$ cat src/rtl/alu_pkg.sv
// ----------------------------------------------------------------------------
// alu_pkg
// Definitions shared by the ID/EX pipeline slice and its decode helper.
//   - WIDTH_DEFAULT       : default operand datapath width.
//   - alu_op_e            : main-control ALU class codes.
//   - FUNCT_*             : R-type function field codes that are supported.
//   - slice_sig_e         : select code for the ALU bit-slices.
//   - decode_t / make_decode : bundled decode result and a constructor.
// ----------------------------------------------------------------------------
package alu_pkg;

    localparam int WIDTH_DEFAULT = 32;

    typedef enum logic [1:0] {
        ALU_OP_ADD   = 2'b00,
        ALU_OP_SUB   = 2'b01,
        ALU_OP_RTYPE = 2'b10,
        ALU_OP_BAD   = 2'b11
    } alu_op_e;

    localparam logic [5:0] FUNCT_ADD = 6'b100000;
    localparam logic [5:0] FUNCT_SUB = 6'b100010;
    localparam logic [5:0] FUNCT_AND = 6'b100100;
    localparam logic [5:0] FUNCT_OR  = 6'b100101;
    localparam logic [5:0] FUNCT_SLT = 6'b101010;

    typedef enum logic [1:0] {
        SIG_AND  = 2'b00,
        SIG_OR   = 2'b01,
        SIG_ADD  = 2'b10,
        SIG_LESS = 2'b11
    } slice_sig_e;

    typedef struct packed {
        slice_sig_e signal;
        logic       invert_b;
        logic       cin;
        logic       illegal;
    } decode_t;

    function automatic decode_t make_decode(slice_sig_e signal, logic invert_b,
                                            logic cin, logic illegal);
        decode_t d;
        d.signal   = signal;
        d.invert_b = invert_b;
        d.cin      = cin;
        d.illegal  = illegal;
        return d;
    endfunction

endpackage

$ cat src/rtl/id_ex_stage_if.sv
// ----------------------------------------------------------------------------
// id_ex_stage_if
// Bundles the decode-side handshake, the forwarding buses and the ALU-side
// handshake of the ID/EX stage.
//   master : the environment (decode stage, later stages, ALU stage).
//   slave  : the id_ex_stage itself.
// ----------------------------------------------------------------------------
interface id_ex_stage_if #(
    parameter int WIDTH = alu_pkg::WIDTH_DEFAULT
);

    // Decode-stage side
    logic             in_valid;
    logic             in_ready;
    logic [WIDTH-1:0] in_rs_data;
    logic [WIDTH-1:0] in_rt_data;
    logic [4:0]       in_rs_addr;
    logic [4:0]       in_rt_addr;
    logic [4:0]       in_rd_addr;
    logic [1:0]       in_alu_op;
    logic [5:0]       in_funct;
    logic             flush;

    // Forwarding buses from EX/MEM and MEM/WB
    logic             fwd_exmem_we;
    logic [4:0]       fwd_exmem_addr;
    logic [WIDTH-1:0] fwd_exmem_data;
    logic             fwd_memwb_we;
    logic [4:0]       fwd_memwb_addr;
    logic [WIDTH-1:0] fwd_memwb_data;

    // ALU-stage side
    logic             out_valid;
    logic             out_ready;
    logic [WIDTH-1:0] out_a;
    logic [WIDTH-1:0] out_b;
    logic [1:0]       out_signal;
    logic             out_invert_b;
    logic             out_cin;
    logic [4:0]       out_rd_addr;
    logic             out_illegal;

    modport master (
        output in_valid, in_rs_data, in_rt_data, in_rs_addr, in_rt_addr,
               in_rd_addr, in_alu_op, in_funct, flush,
               fwd_exmem_we, fwd_exmem_addr, fwd_exmem_data,
               fwd_memwb_we, fwd_memwb_addr, fwd_memwb_data, out_ready,
        input  in_ready, out_valid, out_a, out_b, out_signal, out_invert_b,
               out_cin, out_rd_addr, out_illegal
    );

    modport slave (
        input  in_valid, in_rs_data, in_rt_data, in_rs_addr, in_rt_addr,
               in_rd_addr, in_alu_op, in_funct, flush,
               fwd_exmem_we, fwd_exmem_addr, fwd_exmem_data,
               fwd_memwb_we, fwd_memwb_addr, fwd_memwb_data, out_ready,
        output in_ready, out_valid, out_a, out_b, out_signal, out_invert_b,
               out_cin, out_rd_addr, out_illegal
    );

endinterface

$ cat src/rtl/id_ex_stage_alu_decode.sv
// ----------------------------------------------------------------------------
// alu_decode
// Combinational translation of main-control ALU class and R-type funct into
// the bit-slice controls.
//   alu_op   in  2  ALU class from main control
//   funct    in  6  R-type function field
//   signal   out 2  slice select (AND/OR/ADD/LESS)
//   invert_b out 1  invert the B operand
//   cin      out 1  carry into bit 0
//   illegal  out 1  combination is not supported
// ----------------------------------------------------------------------------
module alu_decode
    import alu_pkg::*;
(
    input  logic [1:0] alu_op,
    input  logic [5:0] funct,
    output logic [1:0] signal,
    output logic       invert_b,
    output logic       cin,
    output logic       illegal
);

    decode_t dec;

    // Unsupported encodings fall back to a plain ADD with the illegal flag
    // raised, so the datapath still sees a well-defined operation.
    always_comb begin
        dec = make_decode(SIG_ADD, 1'b0, 1'b0, 1'b1);
        case (alu_op_e'(alu_op))
            ALU_OP_ADD: dec = make_decode(SIG_ADD, 1'b0, 1'b0, 1'b0);
            ALU_OP_SUB: dec = make_decode(SIG_ADD, 1'b1, 1'b1, 1'b0);
            ALU_OP_RTYPE: begin
                case (funct)
                    FUNCT_ADD: dec = make_decode(SIG_ADD,  1'b0, 1'b0, 1'b0);
                    FUNCT_SUB: dec = make_decode(SIG_ADD,  1'b1, 1'b1, 1'b0);
                    FUNCT_AND: dec = make_decode(SIG_AND,  1'b0, 1'b0, 1'b0);
                    FUNCT_OR:  dec = make_decode(SIG_OR,   1'b0, 1'b0, 1'b0);
                    FUNCT_SLT: dec = make_decode(SIG_LESS, 1'b1, 1'b1, 1'b0);
                    default:   dec = make_decode(SIG_ADD,  1'b0, 1'b0, 1'b1);
                endcase
            end
            default: dec = make_decode(SIG_ADD, 1'b0, 1'b0, 1'b1);
        endcase
    end

    assign signal   = dec.signal;
    assign invert_b = dec.invert_b;
    assign cin      = dec.cin;
    assign illegal  = dec.illegal;

endmodule

$ cat src/rtl/id_ex_stage.sv
// ----------------------------------------------------------------------------
// id_ex_stage
// ID/EX pipeline register with ALU control decode and operand forwarding.
//   clk  in  1  clock, rising edge
//   rst  in  1  synchronous active-high reset
//   bus  slave modport of id_ex_stage_if:
//        in_valid/in_ready handshake plus operands and register numbers,
//        flush, EX/MEM and MEM/WB forwarding buses,
//        out_valid/out_ready handshake plus registered ALU controls.
// While an instruction is held waiting for the ALU stage, its operands keep
// tracking the forwarding buses so a late writeback is not missed.
// ----------------------------------------------------------------------------
module id_ex_stage
    import alu_pkg::*;
#(
    parameter int WIDTH = WIDTH_DEFAULT
)(
    input logic         clk,
    input logic         rst,
    id_ex_stage_if.slave bus
);

    logic [1:0] dec_signal;
    logic       dec_invert_b;
    logic       dec_cin;
    logic       dec_illegal;

    logic [4:0] rs_addr_q;
    logic [4:0] rt_addr_q;

    logic capture;
    logic hold;

    logic [WIDTH-1:0] cap_a;
    logic [WIDTH-1:0] cap_b;
    logic [WIDTH-1:0] hold_a;
    logic [WIDTH-1:0] hold_b;

    alu_decode u_decode (
        .alu_op   (bus.in_alu_op),
        .funct    (bus.in_funct),
        .signal   (dec_signal),
        .invert_b (dec_invert_b),
        .cin      (dec_cin),
        .illegal  (dec_illegal)
    );

    // EX/MEM has the newer result so it wins; register 0 is hard-wired zero
    // and must never pick up a forwarded value.
    function automatic logic [WIDTH-1:0] forward(
        input logic [4:0]       src,
        input logic [WIDTH-1:0] fallback,
        input logic             exmem_we,
        input logic [4:0]       exmem_addr,
        input logic [WIDTH-1:0] exmem_data,
        input logic             memwb_we,
        input logic [4:0]       memwb_addr,
        input logic [WIDTH-1:0] memwb_data
    );
        if (src != 5'd0 && exmem_we && exmem_addr == src) begin
            return exmem_data;
        end else if (src != 5'd0 && memwb_we && memwb_addr == src) begin
            return memwb_data;
        end
        return fallback;
    endfunction

    assign bus.in_ready = !bus.out_valid || bus.out_ready;
    assign capture      = bus.in_valid && bus.in_ready && !bus.flush;
    assign hold         = bus.out_valid && !bus.out_ready;

    assign cap_a = forward(bus.in_rs_addr, bus.in_rs_data,
                           bus.fwd_exmem_we, bus.fwd_exmem_addr, bus.fwd_exmem_data,
                           bus.fwd_memwb_we, bus.fwd_memwb_addr, bus.fwd_memwb_data);
    assign cap_b = forward(bus.in_rt_addr, bus.in_rt_data,
                           bus.fwd_exmem_we, bus.fwd_exmem_addr, bus.fwd_exmem_data,
                           bus.fwd_memwb_we, bus.fwd_memwb_addr, bus.fwd_memwb_data);

    // Held operands fall back to their own current value when nothing matches.
    assign hold_a = forward(rs_addr_q, bus.out_a,
                            bus.fwd_exmem_we, bus.fwd_exmem_addr, bus.fwd_exmem_data,
                            bus.fwd_memwb_we, bus.fwd_memwb_addr, bus.fwd_memwb_data);
    assign hold_b = forward(rt_addr_q, bus.out_b,
                            bus.fwd_exmem_we, bus.fwd_exmem_addr, bus.fwd_exmem_data,
                            bus.fwd_memwb_we, bus.fwd_memwb_addr, bus.fwd_memwb_data);

    // Priority: reset, then flush, then capture, then hold. When nothing
    // happens only the valid bit drops; data outputs keep their last value.
    always_ff @(posedge clk) begin
        if (rst) begin
            bus.out_valid    <= 1'b0;
            bus.out_a        <= '0;
            bus.out_b        <= '0;
            bus.out_signal   <= 2'b00;
            bus.out_invert_b <= 1'b0;
            bus.out_cin      <= 1'b0;
            bus.out_rd_addr  <= 5'd0;
            bus.out_illegal  <= 1'b0;
            rs_addr_q        <= 5'd0;
            rt_addr_q        <= 5'd0;
        end else if (bus.flush) begin
            bus.out_valid    <= 1'b0;
        end else if (capture) begin
            bus.out_valid    <= 1'b1;
            bus.out_a        <= cap_a;
            bus.out_b        <= cap_b;
            bus.out_signal   <= dec_signal;
            bus.out_invert_b <= dec_invert_b;
            bus.out_cin      <= dec_cin;
            bus.out_rd_addr  <= bus.in_rd_addr;
            bus.out_illegal  <= dec_illegal;
            rs_addr_q        <= bus.in_rs_addr;
            rt_addr_q        <= bus.in_rt_addr;
        end else if (hold) begin
            bus.out_a        <= hold_a;
            bus.out_b        <= hold_b;
        end else begin
            bus.out_valid    <= 1'b0;
        end
    end

endmodule

$ cat src/flat_wrapper.sv
// flat-port wrapper written by rule: the top's interface ports become plain ports
module id_ex_stage_flat import alu_pkg::*;
#(
    parameter int WIDTH = WIDTH_DEFAULT
)
  (clk, rst, bus_in_valid, bus_in_rs_data, bus_in_rt_data, bus_in_rs_addr, bus_in_rt_addr, bus_in_rd_addr, bus_in_alu_op, bus_in_funct, bus_flush, bus_fwd_exmem_we, bus_fwd_exmem_addr, bus_fwd_exmem_data, bus_fwd_memwb_we, bus_fwd_memwb_addr, bus_fwd_memwb_data, bus_out_ready, bus_in_ready, bus_out_valid, bus_out_a, bus_out_b, bus_out_signal, bus_out_invert_b, bus_out_cin, bus_out_rd_addr, bus_out_illegal);
  id_ex_stage_if #(.WIDTH(WIDTH)) bus_i ();
  input logic clk;
  input logic rst;
  input wire logic [$bits(bus_i.in_valid)-1:0] bus_in_valid;
  input wire logic [$bits(bus_i.in_rs_data)-1:0] bus_in_rs_data;
  input wire logic [$bits(bus_i.in_rt_data)-1:0] bus_in_rt_data;
  input wire logic [$bits(bus_i.in_rs_addr)-1:0] bus_in_rs_addr;
  input wire logic [$bits(bus_i.in_rt_addr)-1:0] bus_in_rt_addr;
  input wire logic [$bits(bus_i.in_rd_addr)-1:0] bus_in_rd_addr;
  input wire logic [$bits(bus_i.in_alu_op)-1:0] bus_in_alu_op;
  input wire logic [$bits(bus_i.in_funct)-1:0] bus_in_funct;
  input wire logic [$bits(bus_i.flush)-1:0] bus_flush;
  input wire logic [$bits(bus_i.fwd_exmem_we)-1:0] bus_fwd_exmem_we;
  input wire logic [$bits(bus_i.fwd_exmem_addr)-1:0] bus_fwd_exmem_addr;
  input wire logic [$bits(bus_i.fwd_exmem_data)-1:0] bus_fwd_exmem_data;
  input wire logic [$bits(bus_i.fwd_memwb_we)-1:0] bus_fwd_memwb_we;
  input wire logic [$bits(bus_i.fwd_memwb_addr)-1:0] bus_fwd_memwb_addr;
  input wire logic [$bits(bus_i.fwd_memwb_data)-1:0] bus_fwd_memwb_data;
  input wire logic [$bits(bus_i.out_ready)-1:0] bus_out_ready;
  output wire logic [$bits(bus_i.in_ready)-1:0] bus_in_ready;
  output wire logic [$bits(bus_i.out_valid)-1:0] bus_out_valid;
  output wire logic [$bits(bus_i.out_a)-1:0] bus_out_a;
  output wire logic [$bits(bus_i.out_b)-1:0] bus_out_b;
  output wire logic [$bits(bus_i.out_signal)-1:0] bus_out_signal;
  output wire logic [$bits(bus_i.out_invert_b)-1:0] bus_out_invert_b;
  output wire logic [$bits(bus_i.out_cin)-1:0] bus_out_cin;
  output wire logic [$bits(bus_i.out_rd_addr)-1:0] bus_out_rd_addr;
  output wire logic [$bits(bus_i.out_illegal)-1:0] bus_out_illegal;
  assign bus_i.in_valid = bus_in_valid;
  assign bus_i.in_rs_data = bus_in_rs_data;
  assign bus_i.in_rt_data = bus_in_rt_data;
  assign bus_i.in_rs_addr = bus_in_rs_addr;
  assign bus_i.in_rt_addr = bus_in_rt_addr;
  assign bus_i.in_rd_addr = bus_in_rd_addr;
  assign bus_i.in_alu_op = bus_in_alu_op;
  assign bus_i.in_funct = bus_in_funct;
  assign bus_i.flush = bus_flush;
  assign bus_i.fwd_exmem_we = bus_fwd_exmem_we;
  assign bus_i.fwd_exmem_addr = bus_fwd_exmem_addr;
  assign bus_i.fwd_exmem_data = bus_fwd_exmem_data;
  assign bus_i.fwd_memwb_we = bus_fwd_memwb_we;
  assign bus_i.fwd_memwb_addr = bus_fwd_memwb_addr;
  assign bus_i.fwd_memwb_data = bus_fwd_memwb_data;
  assign bus_i.out_ready = bus_out_ready;
  assign bus_in_ready = bus_i.in_ready;
  assign bus_out_valid = bus_i.out_valid;
  assign bus_out_a = bus_i.out_a;
  assign bus_out_b = bus_i.out_b;
  assign bus_out_signal = bus_i.out_signal;
  assign bus_out_invert_b = bus_i.out_invert_b;
  assign bus_out_cin = bus_i.out_cin;
  assign bus_out_rd_addr = bus_i.out_rd_addr;
  assign bus_out_illegal = bus_i.out_illegal;
  id_ex_stage #(.WIDTH(WIDTH)) u_core (.clk(clk), .rst(rst), .bus(bus_i));
endmodule
$ cat config.mk
export PLATFORM = sky130hd
export DESIGN_NAME = id_ex_stage_flat
export DESIGN_NICKNAME = d
export VERILOG_FILES = /design/src/rtl/alu_pkg.sv /design/src/rtl/id_ex_stage_if.sv /design/src/rtl/id_ex_stage_alu_decode.sv /design/src/rtl/id_ex_stage.sv /design/src/flat_wrapper.sv
export SDC_FILE = /design/constraint.sdc
export NUM_CORES = 1
export LEC_CHECK = 0
export ABC_AREA = 1
export CORE_MARGIN = 2
export CORE_UTILIZATION = 26
export CTS_CLUSTER_SIZE = 20
export DETAILED_ROUTE_END_ITERATION = 12
export PLACE_DENSITY = 0.49
export SLEW_MARGIN = 20
export SYNTH_ARGS = -nofsm -noshare
export SYNTH_HDL_FRONTEND = slang
export SYNTH_HIERARCHICAL = 1
export SYNTH_SLANG_ARGS = --single-unit
$ cat constraint.sdc
create_clock -name clk -period 1.9 [get_ports clk]
set_clock_uncertainty 0.2 [all_clocks]
set_input_delay 0.475 -clock clk [delete_from_list [all_inputs] [get_ports clk]]
set_output_delay 0.475 -clock clk [all_outputs]
set_load 0.01 [all_outputs]
==> flow_metrics.tcl <==
set metrics [dict create \
    status "complete, but fails checks" \
    violations "negative setup slack" \
    intPower_w 0.00448 \
    muxShareOfSynthArea_pct 0 \
    post-route-min-period_ps 2060 \
    pwr-share-seq_pct 27.6 \
    ir_drop_v 0.000397 \
    synth_area_sq_mm 0.00828 \
    postSynthAreaPerCell_sq_um 5.18 \
    cp_top_family "simple AND/OR/NAND/NOR gates" \
    final_util_pct 49.1 \
    hpwl_microns 28200 \
    cts_tree "yes" \
    critPathKind "reg -> reg" \
    grt_pass1_vias 11600 \
    clkPwrFrac_pct 30.5 \
    layout_commonest_cell "nand2_1" \
    vias 12000 \
    worstPathRequired_ps 1960 \
    fin_total_pwr_w 0.00700 \
    crit_path_end_kind "register" \
    core_area_sq_mm 0.0315 \
    initial_core_util_pct 26.3 \
    ant_nets 0 \
    grt_pass1_wl_microns 70700 \
    yosys.area_share.xor_xnor_pct 0.529 \
    slowest_delay_ps 350 \
    synthAdderAreaFrac_pct 0 \
    io_buffers 243 \
    grt.overflow.total 0 \
    arrival_ps 2120 \
    critical_path.cell_chain "buf_4 > nand2_1 > nand2_1 > nand2_1 > nor2_4 > buf_8 > buf_12 > clkbuf_16 > nand3_1 > nand3_1 > nand3_1 > nor2_1 > nor2_1" \
    grt_usage_pct 27.9 \
    ios 244 \
    pwr-share-comb_pct 42.0 \
    r2r_cells 13 \
    synth_compound_area_share_pct 5.23 \
    drt-total-wl_microns 48100 \
    fin_nets 2148 \
    vias_per_cell 5.02 \
    pre_cts_slack_ps -1050 \
    critPathLaunchType "register" \
    cts_sinks 85 \
    p_leak_nw 7.62 \
    antenna_found_initial 0 \
    crit_fanout 6 \
    min_path_cells 3 \
    std_cell_rows 65 \
    synth_top_family_by_area "simple AND/OR/NAND/NOR gates" \
    clk_latency_ps 370 \
    synth_top_cell_area_share_pct 20.8 \
    dr.pass1.iters 6 \
    hold_violations 0 \
    period_share_pct 109 \
    setup_slack_ps -164 \
    ys_seq_area_share_pct 20.6 \
    holdCritStartpoint "bus_in_rs_addr[0]" \
    powerDensity_mw_per_mm2 453 \
    cts_buffers 9 \
    h-tree-depth 3 \
    syn_inst 1597 \
    setup_viol 58 \
    die_h_microns 182 \
    holdCritPathClass "in -> reg" \
    rsz0062_at_grt "yes" \
    path_buf_inv 4 \
    fmax_mhz 485 \
    synth_nets 1765 \
    first_iter_violations 900 \
    timing.rr.end "u_core/bus.out_a[10]" \
    r2r-start "u_core/rs_addr_q[4]" \
    place_congestion 0.879 \
    ctsLongestPathBuffers 2 \
    drive_gt1_share_pct 26.4 \
    synth_cell_type_count 24 \
    grt_max_degree 33 \
    slew_violations 0 \
    root_buffer "clkbuf_16" \
    reg2reg_setup_slack_ps -160 \
    area_delta_synth_final_pct 86.7 \
    slew-limit-headroom_pct 82.1 \
    min_to "u_core/rs_addr_q[0]" \
    ys_warn_count 6 \
    final.setup.tns_ps -5060 \
    post-route-drc-count 0 \
    synthSimpleGateAreaFrac_pct 59.1 \
    ys_ff_latch 85 \
    power.net_switching_w 0.00252 \
    die-area_sq_mm 0.0333 \
    cap_violations 0 \
    diodes 0 \
    hold_buffers 0 \
    synth_top_area_cell "nand2_1" \
    dieWidth_microns 182 \
    wire_per_inst_microns 20.2 \
    clk_pin_slew_worst_paths_ps 80 \
    worstMarginPinSlew_ps 266 \
    swShare_pct 36.0 \
    final_cell_mix "372 x nand2_1, 253 x nor2_1, 228 x nand3_1" \
    synth_area_leaders "nand2_1 21%, dfxtp_1 21%, nand3_1 16%, nor2_1 14%, inv_1 8.1%" \
    slowest_stage "dfxtp_2" \
]
==> per-stage QoR <==
step           std cells  hold WS, ps  area, sq um
2_1_floorplan       1597          271         8300
3_3_place_gp        2260          264        12000
3_5_place_dp        2260          275        12000
4_1_cts             2364          283        14600
5_1_grt             2387          308        15500
6_report            2387          265        15500
==> synth_stat cells, drive strengths merged <==
cell / count
nand2: 464
nor2: 324
nand3: 274
inv: 184
dfxtp: 85
buf: 66
o21ai: 66
nand3b: 65
clkbuf: 39
a21oi: 16
nand4: 5
o211ai: 3
xnor2: 3
xor2: 2
clkinv: 1
==> routing by layer <==
metal,wire [microns],track usage (%),share of wire (%)
met1,20000,35.4,42
met2,22200,46.7,46
met3,4040,6.11,8.4
met4,1830,9.55,3.8
met5,0,0,0
==> worst reg2reg max path, cell delays in order (launching register included) <==
cell	delay [ps]
dfxtp_2	350
buf_4	100
nand2_1	40
nand2_1	60
nand2_1	80
nor2_4	240
buf_8	210
buf_12	120
clkbuf_16	140
nand3_1	70
nand3_1	80
nand3_1	90
nor2_1	130
nor2_1	70
==> worst max path at each step <==
stage,cells past startpoint,endpoint,from,slack (ps)
detailed placement,12,u_core/bus.out_a[2],bus_in_rs_addr[4],-1050
CTS,17,u_core/bus.out_b[0],bus_fwd_exmem_addr[2],-110
floorplan,10,u_core/bus.out_a[10],bus_fwd_exmem_addr[2],-6
global route,14,u_core/bus.out_a[10],u_core/rs_addr_q[4],-270
finish,13,u_core/bus.out_a[10],u_core/rs_addr_q[4],-160
global placement,11,u_core/bus.out_a[0],bus_fwd_exmem_addr[4],-1020
==> registers in the layout (all words and copies together), names as in the netlist <==
| register | count |
|---|---|
| u_core/bus.out_rd_addr | 5 |
| u_core/bus.out_valid | 1 |
| u_core/bus.out_signal | 2 |
| u_core/rs_addr_q | 5 |
| u_core/bus.out_a | 32 |
| u_core/bus.out_invert_b | 1 |
| u_core/rt_addr_q | 5 |
| u_core/bus.out_illegal | 1 |
| u_core/bus.out_b | 32 |
| u_core/bus.out_cin | 1 |
==> logic make-up (layout without fill, tap and decap cells) <==
group	Yosys count	count (layout)
DFF	85	85
buffers and inverters	290	677
AOI/OAI and AO/OA	85	85
xor gates and xnor gates	5	5
and+or+nand+nor	1132	1133
==> power groups by stage <==
stage | registers, W | clock network (W) | logic, W
3_3_place_gp | 0.00197 | 0 | 0.00221
4_1_cts | 0.00193 | 0.00217 | 0.00271
6_report | 0.00193 | 0.00213 | 0.00294
3_5_place_dp | 0.00197 | 0 | 0.00220
2_1_floorplan | 0.00200 | 0 | 0.000994
5_1_grt | 0.00194 | 0.00225 | 0.00314
==> area by class of cell <==
class | instances | area (sq um)
fillers | 3138 | 16000
multi-input cells | 1223 | 6280
flip-flops and latches | 85 | 1720
well taps | 402 | 503
inverters | 185 | 732
repair buffers | 476 | 5890
clock buffers | 10 | 239
clock inverters | 6 | 92.6
==> what timing repair did <==
item	CTS	global route
endpoints found under the setup margin	151	79
buffers inserted	58	20
gates resized for setup	424	177
pin swaps	126	109
gates cloned	37	15
No activity file was read; power rests on OpenSTA's default activity.
==> RTL change: new RTL, config.mk and constraints unchanged <==
`WIDTH_DEFAULT`: 32 -> 24.
--- a/src/rtl/alu_pkg.sv
+++ b/src/rtl/alu_pkg.sv
@@ -9,7 +9,7 @@
 // ----------------------------------------------------------------------------
 package alu_pkg;
 
-    localparam int WIDTH_DEFAULT = 32;
+    localparam int WIDTH_DEFAULT = 24;
 
     typedef enum logic [1:0] {
         ALU_OP_ADD   = 2'b00,
Interface: changed (6 resized); port bits go from 244 to 196. No check against the original RTL was run, so the function may have changed too.
==> RTL change against the original RTL <==
  * Synthesized cell count down 20%
  * Maximum frequency up 9.0%
  * Final area down 26%
  * Power down 20%
  * Combinational power down 28%
  * Area after synthesis down 19%
  * Wire length down 32%
  * Sequential cell count down 16
  * Worst setup slack better by 0.17 ns
  * Critical path type is now in2reg
  * Largest power group unchanged
==> RTL change: results (changes against the original RTL) <==
post-place setup slack -0.812 ns (+0.236 ns); Hold EP u_core/rt_addr_q[4]; Fin Hold WS 0.232 ns (-0.0330 ns); flop2flop setup slack 0.007 ns (+0.17 ns); Syn Inst Count 1277 (-20%); detail-routed via count per cell 4.85 (-3.4%); gr usage total 0.226 (-0.0525); dominant cells by area after synthesis nand2_1 (21%), dfxtp_1 (21%), nand3_1 (15%); IO buf count 195 (-20%); GP Congestion 0.871 (-0.96%); Static Leak 0.00574 uW (-25%); fin nets 1688 (-21%); final WL 32800 um (-32%); final instance area 0.0114 mm^2 (-26%); vias in the first global route 8509 (-27%); first-pass GRT wire length 46800 um (-34%); VDD IR max 388 uV (-2.3%); CTS clock-pin slew for the worst setup and hold paths 0.06 ns (-0.02 ns); Synth top cells by count nand2_1 (372), nor2_1 (246), nand3_1 (208), inv_1 (144), dfxtp_1 (69); worst-case reg-to-reg path depth 10 (-3); initial antenna violation count 1 (+1); Top Registers u_core/bus.out_a x24, u_core/bus.out_b x24; placed cell area 0.00976 mm^2 (-19%); hpwl dp 21900 um (-23%); Syn Nets 1413 (-20%); sequential share of the synthesized area 0.206 (about the same); Critical R2R Capture u_core/bus.out_b[7]; layout cell share with drive strength beyond 1 0.247 (-0.0171); Sw Pwr 1960 uW (-22%); largest net degree at the start of global routing 43 (+30%); critical path's largest stage delay 0.20 ns (-0.15 ns); Placed Cells 1823 (-19%); slowest CP cell nor2_2; min-delay src bus_in_rt_addr[4]; status finished, final reports clean; number of distinct library cells after synthesis 26 (+8.3%); Worst-Skew Late Latency 0.35 ns (-0.02 ns); DRT iter0 DRCs 892 (-0.89%); CP Max Fanout 7 (+1)
[RTL change: changes by cell type in the layout (fill, tap and decap cells not counted), sizes merged, moves of 32 or more]
| cell | unedited run | this run |
|---|---|---|
| buf | 241 | 155 |
| nand2 | 464 | 378 |
| nor2 | 325 | 259 |
| nand3 | 274 | 210 |
| clkdlybuf4s50 | 143 | 110 |
| inv | 185 | 153 |
[RTL change: routing by layer]
| layer | up-vias | routed length, um | part of all wire | global-route usage |
|---|---|---|---|---|
| li1 | 4544 | - | - | - |
| met3 | 48 | 3100 | 0.094 | 0.0650 |
| met5 | - | 0 | 0 | 0 |
| met2 | 411 | 14900 | 0.46 | 0.366 |
| met4 | 0 | 695 | 0.021 | 0.0648 |
| met1 | 4151 | 14000 | 0.43 | 0.293 |
[RTL change: area by class of cell]
cell class / instances / share of cell area
diodes: 1 / 0.000219
clock buffers: 9 / 0.0197
clock inverters: 6 / 0.00777
inverters: 153 / 0.0526
multi-input cells: 982 / 0.440
flip-flops and latches: 69 / 0.123
well taps: 330 / 0.0361
repair buffers: 337 / 0.321
[RTL change: worst min-delay path, stage by stage]
cell,delay [ns]
buf_6,0.10
o21ai_0,0.08
a21oi_1,0.10
[RTL change: cells by family after synthesis]
family                    after synthesis  synth area share
DFF                                    69             0.206
xor gates and xnor gates                7           0.00912
AOI/OAI and AO/OA                      73            0.0551
buffers and inverters                 229             0.147
and+or+nand+nor                       899             0.583
[RTL change: worst max-delay path by stage]
stage	startpoint	to	slack [ns]	cells past startpoint
3_3_place_gp	bus_in_rs_addr[2]	u_core/bus.out_a[18]	-0.81	10
2_1_floorplan	bus_fwd_exmem_addr[2]	u_core/bus.out_b[10]	0.0009	13
3_5_place_dp	bus_fwd_exmem_addr[2]	u_core/bus.out_a[15]	-0.81	13
6_report	bus_fwd_memwb_addr[4]	u_core/bus.out_a[20]	0.007	13
4_1_cts	bus_fwd_exmem_we	u_core/bus.out_b[3]	-0.003	14
5_1_grt	bus_fwd_memwb_we	u_core/bus.out_b[3]	-0.05	12
[RTL change: repair_timing]
item,CTS,global route
pin swaps,55,113
endpoints found under the hold margin,0,0
gates resized for setup,226,219
cloned,9,9
setup endpoints to repair,117,51
setup buffers,15,21
[RTL change: power groups by stage]
stage	Clock [uW]	Combinational, uW	Sequential [uW]
after global routing	2020	2300	1590
after global placement	0	1780	1610
after detailed placement	0	1780	1610
final	1910	2130	1580
after CTS	1950	1870	1580
after floorplan	0	817	1620
[RTL change: through the flow]
| stage | TNS (ns) | total power [uW] |
|---|---|---|
| 6_report | 0 | 5620 |
| 3_3_place_gp | -42.40 | 3390 |
| 3_5_place_dp | -42.16 | 3390 |
| 4_1_cts | -0.00270 | 5400 |
| 2_1_floorplan | 0 | 2440 |
| 5_1_grt | -0.688 | 5900 |
